<file path="src/rtl/draw_pkg.sv">
// Shared types and constants for the draw scheduler and its command FIFO.
package draw_pkg;

   typedef enum logic [1:0] {
      FILL     = 2'd0,
      CIRCLE   = 2'd1,
      REULEAUX = 2'd2,
      RESERVED = 2'd3
   } shape_e;

   typedef struct packed {
      shape_e      shape;
      logic [2:0]  colour;
      logic [7:0]  x;
      logic [6:0]  y;
      logic [7:0]  diameter;
   } draw_cmd_t;

   localparam int SCREEN_W = 160;
   localparam int SCREEN_H = 120;

   typedef enum logic [1:0] {
      IDLE    = 2'd0,
      LAUNCH  = 2'd1,
      RELEASE = 2'd2
   } sched_state_e;

endpackage

</file>
<file path="src/rtl/cmd_fifo.sv">
// Synchronous FIFO of draw commands; full/empty come from pointers that carry
// one extra wrap bit.
module cmd_fifo
   import draw_pkg::*;
#(
   parameter int DEPTH = 4
) (
   input  logic      clk,
   input  logic      rst_n,
   input  logic      push_i,
   input  draw_cmd_t data_i,
   input  logic      pop_i,
   output draw_cmd_t data_o,
   output logic      full_o,
   output logic      empty_o
);

   localparam int AW = $clog2(DEPTH);
   localparam logic [AW:0] PTR_ONE = {{AW{1'b0}}, 1'b1};

   draw_cmd_t   mem_q [DEPTH];
   logic [AW:0] wr_ptr_q, wr_ptr_d;
   logic [AW:0] rd_ptr_q, rd_ptr_d;
   logic        do_push, do_pop;

   assign empty_o = (wr_ptr_q == rd_ptr_q);
   assign full_o  = (wr_ptr_q[AW] != rd_ptr_q[AW]) &&
                    (wr_ptr_q[AW-1:0] == rd_ptr_q[AW-1:0]);
   assign do_push = push_i && !full_o;
   assign do_pop  = pop_i && !empty_o;
   assign data_o  = mem_q[rd_ptr_q[AW-1:0]];

   always_comb begin
      wr_ptr_d = wr_ptr_q;
      rd_ptr_d = rd_ptr_q;
      if (do_push) wr_ptr_d = wr_ptr_q + PTR_ONE;
      if (do_pop)  rd_ptr_d = rd_ptr_q + PTR_ONE;
   end

   // NOTE: state registers use non-blocking assignments so every flop samples pre-edge values.
   always_ff @(posedge clk or negedge rst_n) begin
      if (!rst_n) begin
         wr_ptr_q <= '0;
         rd_ptr_q <= '0;
      end else begin
         wr_ptr_q <= wr_ptr_d;
         rd_ptr_q <= rd_ptr_d;
      end
   end

   // NOTE: storage is not reset; the pointers alone decide which entries are valid.
   always_ff @(posedge clk) begin
      if (do_push) mem_q[wr_ptr_q[AW-1:0]] <= data_i;
   end

endmodule

</file>
<file path="src/rtl/draw_scheduler.sv">
// Queues draw commands, launches one engine at a time and muxes its plot stream
// to the VGA port. Define DRAW_SCHED_CLIP_EN to suppress off-screen plots.
module draw_scheduler
   import draw_pkg::*;
#(
   parameter int FIFO_DEPTH = 4,
   parameter int NUM_ENG    = 3
) (
   input  logic                 clk,
   input  logic                 rst_n,
   input  logic                 cmd_valid,
   output logic                 cmd_ready,
   input  logic [1:0]           cmd_shape,
   input  logic [2:0]           cmd_colour,
   input  logic [7:0]           cmd_x,
   input  logic [6:0]           cmd_y,
   input  logic [7:0]           cmd_diameter,
   output logic [NUM_ENG-1:0]   eng_start,
   input  logic [NUM_ENG-1:0]   eng_done,
   output logic [2:0]           eng_colour,
   output logic [7:0]           eng_centre_x,
   output logic [6:0]           eng_centre_y,
   output logic [7:0]           eng_diameter,
   input  logic [NUM_ENG*8-1:0] eng_vga_x,
   input  logic [NUM_ENG*7-1:0] eng_vga_y,
   input  logic [NUM_ENG*3-1:0] eng_vga_colour,
   input  logic [NUM_ENG-1:0]   eng_vga_plot,
   output logic [7:0]           vga_x,
   output logic [6:0]           vga_y,
   output logic [2:0]           vga_colour,
   output logic                 vga_plot,
   output logic                 busy,
   output logic                 err_shape
);

   draw_cmd_t    push_cmd, head;
   logic         fifo_full, fifo_empty, pop;
   logic         shape_ok, done_act, in_bounds;

   sched_state_e state_q, state_d;
   logic [1:0]   active_q, active_d;
   logic [2:0]   colour_q, colour_d;
   logic [7:0]   cx_q, cx_d;
   logic [6:0]   cy_q, cy_d;
   logic [7:0]   diam_q, diam_d;
   logic         err_q, err_d;

   logic [7:0]   sel_x, vga_x_q, vga_x_d;
   logic [6:0]   sel_y, vga_y_q, vga_y_d;
   logic [2:0]   sel_col, vga_col_q, vga_col_d;
   logic         sel_plot, vga_plot_q, vga_plot_d;

   assign push_cmd = '{shape: shape_e'(cmd_shape), colour: cmd_colour,
                       x: cmd_x, y: cmd_y, diameter: cmd_diameter};

   cmd_fifo #(.DEPTH(FIFO_DEPTH)) u_fifo (
      .clk     (clk),
      .rst_n   (rst_n),
      .push_i  (cmd_valid),
      .data_i  (push_cmd),
      .pop_i   (pop),
      .data_o  (head),
      .full_o  (fifo_full),
      .empty_o (fifo_empty)
   );

   assign cmd_ready = !fifo_full;
   assign shape_ok  = (int'(head.shape) < NUM_ENG);
   assign pop       = (state_q == IDLE) && !fifo_empty;

   // Only the active engine's done, start and plot stream are ever looked at.
   always_comb begin
      done_act  = 1'b0;
      sel_x     = '0;
      sel_y     = '0;
      sel_col   = '0;
      sel_plot  = 1'b0;
      eng_start = '0;
      for (int i = 0; i < NUM_ENG; i++) begin
         if (active_q == 2'(i)) begin
            done_act     = eng_done[i];
            sel_x        = eng_vga_x[i*8 +: 8];
            sel_y        = eng_vga_y[i*7 +: 7];
            sel_col      = eng_vga_colour[i*3 +: 3];
            sel_plot     = eng_vga_plot[i];
            eng_start[i] = (state_q == LAUNCH);
         end
      end
   end

`ifdef DRAW_SCHED_CLIP_EN
   assign in_bounds = (int'(sel_x) < SCREEN_W) && (int'(sel_y) < SCREEN_H);
`else
   assign in_bounds = 1'b1;
`endif

   // NOTE: every output of this block gets a default first, so no latch is inferred.
   always_comb begin
      state_d    = state_q;
      active_d   = active_q;
      colour_d   = colour_q;
      cx_d       = cx_q;
      cy_d       = cy_q;
      diam_d     = diam_q;
      err_d      = 1'b0;
      vga_x_d    = vga_x_q;
      vga_y_d    = vga_y_q;
      vga_col_d  = vga_col_q;
      vga_plot_d = 1'b0;

      if (pop) begin
         colour_d = head.colour;
         cx_d     = head.x;
         cy_d     = head.y;
         diam_d   = head.diameter;
      end

      case (state_q)
         IDLE: begin
            if (pop) begin
               if (shape_ok) begin
                  state_d  = LAUNCH;
                  active_d = head.shape;
               end else begin
                  err_d = 1'b1;
               end
            end
         end
         LAUNCH: begin
            vga_x_d    = sel_x;
            vga_y_d    = sel_y;
            vga_col_d  = sel_col;
            vga_plot_d = sel_plot && in_bounds;
            if (done_act) state_d = RELEASE;
         end
         RELEASE: begin
            // Waits for done to drop so a sticky done cannot retrigger the next launch.
            if (!done_act) state_d = IDLE;
         end
         default: state_d = IDLE;
      endcase
   end

   always_ff @(posedge clk or negedge rst_n) begin
      if (!rst_n) begin
         state_q    <= IDLE;
         active_q   <= '0;
         colour_q   <= '0;
         cx_q       <= '0;
         cy_q       <= '0;
         diam_q     <= '0;
         err_q      <= 1'b0;
         vga_x_q    <= '0;
         vga_y_q    <= '0;
         vga_col_q  <= '0;
         vga_plot_q <= 1'b0;
      end else begin
         state_q    <= state_d;
         active_q   <= active_d;
         colour_q   <= colour_d;
         cx_q       <= cx_d;
         cy_q       <= cy_d;
         diam_q     <= diam_d;
         err_q      <= err_d;
         vga_x_q    <= vga_x_d;
         vga_y_q    <= vga_y_d;
         vga_col_q  <= vga_col_d;
         vga_plot_q <= vga_plot_d;
      end
   end

   assign eng_colour   = colour_q;
   assign eng_centre_x = cx_q;
   assign eng_centre_y = cy_q;
   assign eng_diameter = diam_q;
   assign vga_x        = vga_x_q;
   assign vga_y        = vga_y_q;
   assign vga_colour   = vga_col_q;
   assign vga_plot     = vga_plot_q;
   assign busy         = (state_q != IDLE) || !fifo_empty;
   assign err_shape    = err_q;

endmodule

</file>
<file path="config.mk">
export PLATFORM = sky130hd
export DESIGN_NAME = draw_scheduler
export DESIGN_NICKNAME = d
export VERILOG_FILES = /design/src/rtl/draw_pkg.sv /design/src/rtl/cmd_fifo.sv /design/src/rtl/draw_scheduler.sv
export SDC_FILE = /design/constraint.sdc
export NUM_CORES = 1
export LEC_CHECK = 0
export CAP_MARGIN = 25
export CORE_AREA = 2 2 133 135
export CTS_CLUSTER_DIAMETER = 200
export DETAILED_ROUTE_END_ITERATION = 12
export DIE_AREA = 0 0 135 137
export PLACE_DENSITY_LB_ADDON = 0.1
export REMOVE_ABC_BUFFERS = 1
export SETUP_SLACK_MARGIN = 0.2
export SYNTH_ARGS = -nofsm -noshare
export SYNTH_HDL_FRONTEND = slang
export SYNTH_SLANG_ARGS = --single-unit
</file>
<file path="constraint.sdc">
create_clock -name clk -period 3.7 [get_ports clk]
set_input_delay 0.555 -clock clk [delete_from_list [all_inputs] [get_ports clk]]
set_output_delay 0.555 -clock clk [all_outputs]
set_load 0.05 [all_outputs]
</file>
==> summary.md, run 1 <==
| Metric | Value |
|---|---|
| Clock skew | 0.01116 ns |
| Core Region | between 15000 and 20000 sq um |
| Final core utilization | 52.40% |
| # nets final | 611 |
| RSZ-0062 raised after global routing | no |
| Worst EP arrival | 2.36 ns |
| Seq/Total Area, Yosys | a little over two thirds |
| Fin crit period | just under 3 ns |
| Die Span Y | 137 um |
| Hold WC Path Type | in2async |
| Clk sink count | approximately 170 |
| Synthesized instance count | 367 |
| I/O Pins | 142 |
| Largest fanout on the critical path | 24 |
| CP max-delay cell | clkdlybuf4s50_1 |
| Worst slew pin tran | 0.8116 ns |
| Rows | 48 |
| GP Congestion | 0.7526 |
| Status | finished, final reports clean |
| Most frequent cells in the layout | clkdlybuf4s50_1, edfxtp_1, dfrtp_1, mux4_2, mux2_2 |
| Via count | around 3700 |
| FMAX | around 340 MHz |
| # DRC | 0 |
| First-pass GRT wire length | 21.30 mm |
| GRT overflow | 0 |
| Largest net degree at the start of global routing | 40 |
| RR Startpoint | u_fifo.wr_ptr_q[2] |
| Critical path buffers and inverters | 1 |
| Critical R2R Capture | u_fifo.mem_q[2][12] |
| # Max-Cap Violations | 0 |
| CP peak stage delay | 0.89 ns |
| Wirelength per Cell | 18.70 um |
| Worst slack at placement | roughly 1.2 ns |
| Crit-path cells | nor3b_1 -> clkdlybuf4s50_1 |
| First-iteration detailed-routing DRC count | 142 |
| Clock Latency Late Sink | 0.42 ns |
| Hold Slack | 0.1060 ns |
| Synth async-reset ratio | 33.33% |
| DP HPWL | 9.248 mm |
| Antenna Cells | 0 |
| Hold_buf cts | 0 |
| Vias in the first global route | 3840 |
| Post-CTS Setup Inserts | 0 |
| Endpoints failing setup | 0 |
| Mean Syn Cell Area | 18.33 sq um |
| Reg2reg path depth | 3 |
| Fillers | 1415 |
| I/O Buffers | 141 |
| Routed Antenna Nets | 0 |
| Max clock buf depth | 2 |
| Cell family with most CP delay | buffers and inverters |
| R2r setup slk | 1.53 ns |
| Number of synthesized flops with an enable pin | 112 |
| PnR worst setup slack | between 0.7 and 0.8 ns |
| Layout cells sized above 1 | 19.32% |
| First-pass iteration count of the detailed router | 4 |
| Worst VDD drop | between 0.0004 and 0.0005 V |
| GRT Overall Usage | 15.68% |
| Clock slew at reported path FFs | 0.06 ns |
| Layout area overhead | 32.84% |
| Final slew viol count | 0 |
| Avg Vias per Cell | 4.958 |
| H-tree depth | 4 |
| Post-Syn Area | 6728 sq um |
| Yosys cell types | 37 |
| Slew margin rel. | 45.89% |
| Antenna violations before repair | 0 |
| Synth warn | 0 |
| CTS tree | done |
| Setup TNS | 0 ns |
| Resized Gates After CTS | 0 |
| Leakage | 3.230 nW |
| Top FF cell, synth | edfxtp_1 |
| Crit Path Category | reg2out |
| Routed wire length | between 10 and 15 mm |
| Startpoint class of the critical path | flip-flop |
| Pwr dens | 947.7 nW/um^2 |
| TritonCTS buffer count | 17 |
| Die area | 18500 sq um |
| CP Data Required Time | 3.14 ns |
| Buffer type at the clock tree root | clkbuf_16 |
| Starting density of the core | 39.44% |
| Worst setup EP type | primary output |
| Final period utilization | about four fifths |
| Die span in x | about 140 um |
| Final hold vios | 0 |
| FF+latch count, synth | 168 |
| Commonest non-fill, non-tap cell in the layout | clkdlybuf4s50_1 |
## final cells by class
cell class	instances	area, sq um	area share (%)
clock inverters	7	68.82	0.7700
inverters	2	7.507	0.08400
multi-input cells	177	1873	20.96
clock buffers	25	475.5	5.320
well taps	225	281.5	3.150
repair buffers	149	1464	16.38
flip-flops and latches	168	4767	53.34
## per-stage QoR
step | area, sq um | power [mW] | std cells
floorplan | 6626 | 5.632 | 347
global placement | 8393 | 6.900 | 721
detailed placement | 8393 | 6.965 | 721
CTS | 8937 | 8.608 | 753
global route | 8937 | 8.935 | 753
finish | 8937 | 8.470 | 753
## cells by family after synthesis
logic type / after synthesis / share of synthesized area [%]
AOI/OAI and AO/OA: 49 / 5.394
xor gates and xnor gates: 10 / 1.637
adders and majority gates: 5 / 0.9299
buffers and inverters: 22 / 1.618
DFF: 168 / 70.82
muxes: 76 / 17.04
and+or+nand+nor: 37 / 2.566
## routing by layer
layer | GRT usage (%) | vias up | wire length [um]
met5 | 0 | - | 0
met4 | 5.093 | 0 | 146
met3 | 5.111 | 11 | 1108
met2 | 26.51 | 141 | 6866
met1 | 19.15 | 1847 | 5960
li1 | - | 1734 | -
## state kept, by name, summed over array words and instances (netlist names)
name / flops
vga_colour: 3
u_fifo.wr_ptr_q: 3
state_q: 2
eng_centre_y: 7
active_q: 2
eng_diameter: 8
err_shape: 1
u_fifo.rd_ptr_q: 3
vga_plot: 1
eng_centre_x: 8
eng_colour: 3
vga_x: 8
vga_y: 7
u_fifo.mem_q: 112
## Yosys cell counts, types with 3 or more instances
| master | count | share of area [%] |
|---|---|---|
| edfxtp_1 | 112 | 50 |
| dfrtp_1 | 56 | 21 |
| mux4_2 | 28 | 9.4 |
| mux2_2 | 26 | 4.4 |
| nand2_1 | 21 | 1.2 |
| mux2i_1 | 20 | 3.0 |
| a2bb2oi_1 | 19 | 2.5 |
| o21ai_0 | 18 | 1.3 |
| clkbuf_1 | 10 | 0.56 |
| buf_2 | 6 | 0.45 |
| ha_1 | 5 | 0.93 |
| and2_1 | 4 | 0.37 |
| xor2_1 | 4 | 0.52 |
| xnor2_1 | 3 | 0.39 |
| xnor2_2 | 3 | 0.73 |
## how the worst max path moves through the flow
stage                            start            endpoint  slack (ns)  depth (start not counted)
global placement           active_q[1]        eng_start[1]        1.21                          2
detailed placement         active_q[1]        eng_start[1]        1.19                          2
finish                     active_q[1]        eng_start[1]        0.78                          2
global route               active_q[1]        eng_start[1]        0.65                          2
floorplan           u_fifo.rd_ptr_q[0]  u_fifo.mem_q[3][0]       -0.05                          2
CTS                        active_q[1]        eng_start[1]        0.73                          2
## report_power, final
part	total [mW]	internal [mW]	switching (mW)	leakage, nW
combinational	3.91	1.62	2.29	1.27
sequential	2.93	2.66	0.273	1.70
clock	1.63	0.961	0.670	0.262
No activity file was read; power rests on OpenSTA's default activity.
==> inputs of run 2 (changes only) <==
- clock period: 3.7 -> 2.65 ns (I/O delays scaled with it)
==> run 2 against run 1 <==
Compared with the run above: combinational power is 43% higher; hold slack worse by 0.049 ns; critical path type unchanged; sequential power is 42% higher; non-clock buffer count is 6 higher; flip-flop and latch count stayed put; clock power is 43% higher; via count is 0.96% higher; critical endpoint is now busy; cell count is 0.80% higher; setup slack worse by 0.46 ns.
==> summary.md, run 2 (synthesized netlist as in run 1, its figures left out) <==
| Metric | Value |
|---|---|
| Core Region | between 15000 and 20000 sq um |
| Final period utilization | between 80 and 90% |
| Routed wire length | 14.32 mm |
| Worst slack at placement | 0.5505 ns |
| Die Span Y | around 140 um |
| Post-CTS Setup Inserts | 0 |
| Net Sw Frac | 37.69% |
| Most frequent cells in the layout | clkdlybuf4s50_1, edfxtp_1, dfrtp_1, mux4_2, mux2_2 |
| DP HPWL | roughly 9.4 mm |
| First-pass iteration count of the detailed router | 4 |
| PnR worst setup slack | 0.3185 ns |
| Rows | 48 |
| Hold Slack | 0.05709 ns |
| Die span in x | 135 um |
| Final slew viol count | 0 |
| Endpoints failing setup | 0 |
| Clock Latency Late Sink | 0.42 ns |
| GRT Overall Usage | 16.27% |
| Commonest non-fill, non-tap cell in the layout | clkdlybuf4s50_1 |
| Worst setup startpoint | u_fifo.rd_ptr_q[1] |
| DP Area | around 8500 sq um |
| Int Power | roughly 7.5 mW |
| CTS tree | done |
| Final core utilization | a little over half |
| Via count | roughly 3800 |
| Max reg flops | about 110 |
| Post-Layout Cell Count | 759 |
| Hold_buf cts | 0 |
| Wirelength per Cell | 18.87 um |
| Worst VDD drop | 0.0005718 V |
| Max clock buf depth | 2 |
| GP Congestion | 0.7180 |
| Post-Place Cells | 727 |
| Worst setup EP type | primary output |
| Starting density of the core | 39.44% |
| RR Startpoint | u_fifo.rd_ptr_q[1] |
| First-iteration detailed-routing DRC count | 101 |
| RSZ-0062 raised after global routing | no |
| Clock share of power | approximately a fifth |
| Largest net degree at the start of global routing | ~40 |
| CP Data Required Time | 2.25 ns |
| Die area | 18500 sq um |
| Clk sink count | 168 |
| Pwr dens | about 1300 nW/um^2 |
| FMAX | 428.9 MHz |
| I/O Pins | 142 |
| Power share of the combinational group | 46.3% |
| Sequential Power Share | between 30 and 40% |
| Final instance area | roughly 9000 sq um |
| Hold WC Path Type | in2async |
| Final hold vios | 0 |
| Clock slew at reported path FFs | approximately 0.060 ns |
| Fillers | 1404 |
| Status | finished, final reports clean |
| Leakage | 3.318 nW |
| # Max-Cap Violations | 0 |
| GRT overflow | 0 |
| Worst EP arrival | 1.93 ns |
| Slew margin rel. | 59.91% |
| First-pass GRT wire length | between 20 and 25 mm |
| # DRC | 0 |
| Resized Gates After CTS | 0 |
| Startpoint class of the critical path | flip-flop |
| TritonCTS buffer count | 17 |
| H-tree depth | 4 |
| Largest fanout on the critical path | 14 |
| Fin crit period | 2.332 ns |
| Layout area overhead | 35.32% |
| Antenna violations before repair | 0 |
| Layout cells sized above 1 | 21.35% |
| Avg Vias per Cell | roughly 5.0 |
| Antenna Cells | 0 |
| Worst slew pin tran | 0.5962 ns |
| Clock skew | 0.005806 ns |
| Buffer type at the clock tree root | clkbuf_16 |
| # nets final | between 600 and 700 |
| Crit Path Category | reg2out |
| Routed Antenna Nets | 0 |
| Switch Pwr | 4.554 mW |
| Vias in the first global route | ~4100 |
| I/O Buffers | 141 |
run 2: final cells by class:
type                       count  area (sq um)  area share, %
timing repair buffer         155          1612          17.70
tap                          225         281.5          3.092
inverter                       2         7.507        0.08246
clock inverter                 8         71.32         0.7834
sequential                   168          4767          52.36
multi-input combinational    177          1873          20.57
clock buffer                  24         491.7          5.401
run 2: metal layers:
metal / track usage, % / part of all wire [%] / vias up
met3: 5.407 / 7.5 / 15
met1: 18.97 / 42 / 1870
met4: 6.539 / 1.4 / 0
met2: 27.86 / 49 / 137
li1: - / - / 1747
met5: 0 / 0 / -
run 2: worst max-delay path, stage by stage, from the launching register on:
cell and delay [ns]:
dfrtp_2 0.56, xnor2_2 0.45, nand4_1 0.28, buf_12 0.23
run 2: path summary, 6_finish.rpt:
path                                       endpoint  slack [ns]  cells after the start
worst max-delay path                           busy        0.32                      3
worst min-delay path                       vga_y[2]        0.06                      2
worst max register to register  u_fifo.mem_q[2][12]        0.59                      4
worst min register to register        vga_colour[0]        0.48                      2
max in group asynchronous        u_fifo.wr_ptr_q[2]        1.91                      3
min in group clk                      vga_colour[0]        0.48                      2
run 2: power by group through the flow:
stage	clock [mW]	sequential (mW)	combinational, mW
floorplan	0	5.50	2.37
global placement	0	4.19	5.62
detailed placement	0	4.23	5.69
CTS	2.41	4.18	5.71
global route	2.52	4.26	5.99
finish	2.33	4.16	5.60
run 2: stage by stage:
| step | setup TNS, ns | power (mW) |
|---|---|---|
| floorplan | -67.22 | 7.863 |
| global placement | 0 | 9.815 |
| detailed placement | 0 | 9.920 |
| CTS | 0 | 12.30 |
| global route | 0 | 12.77 |
| finish | 0 | 12.08 |
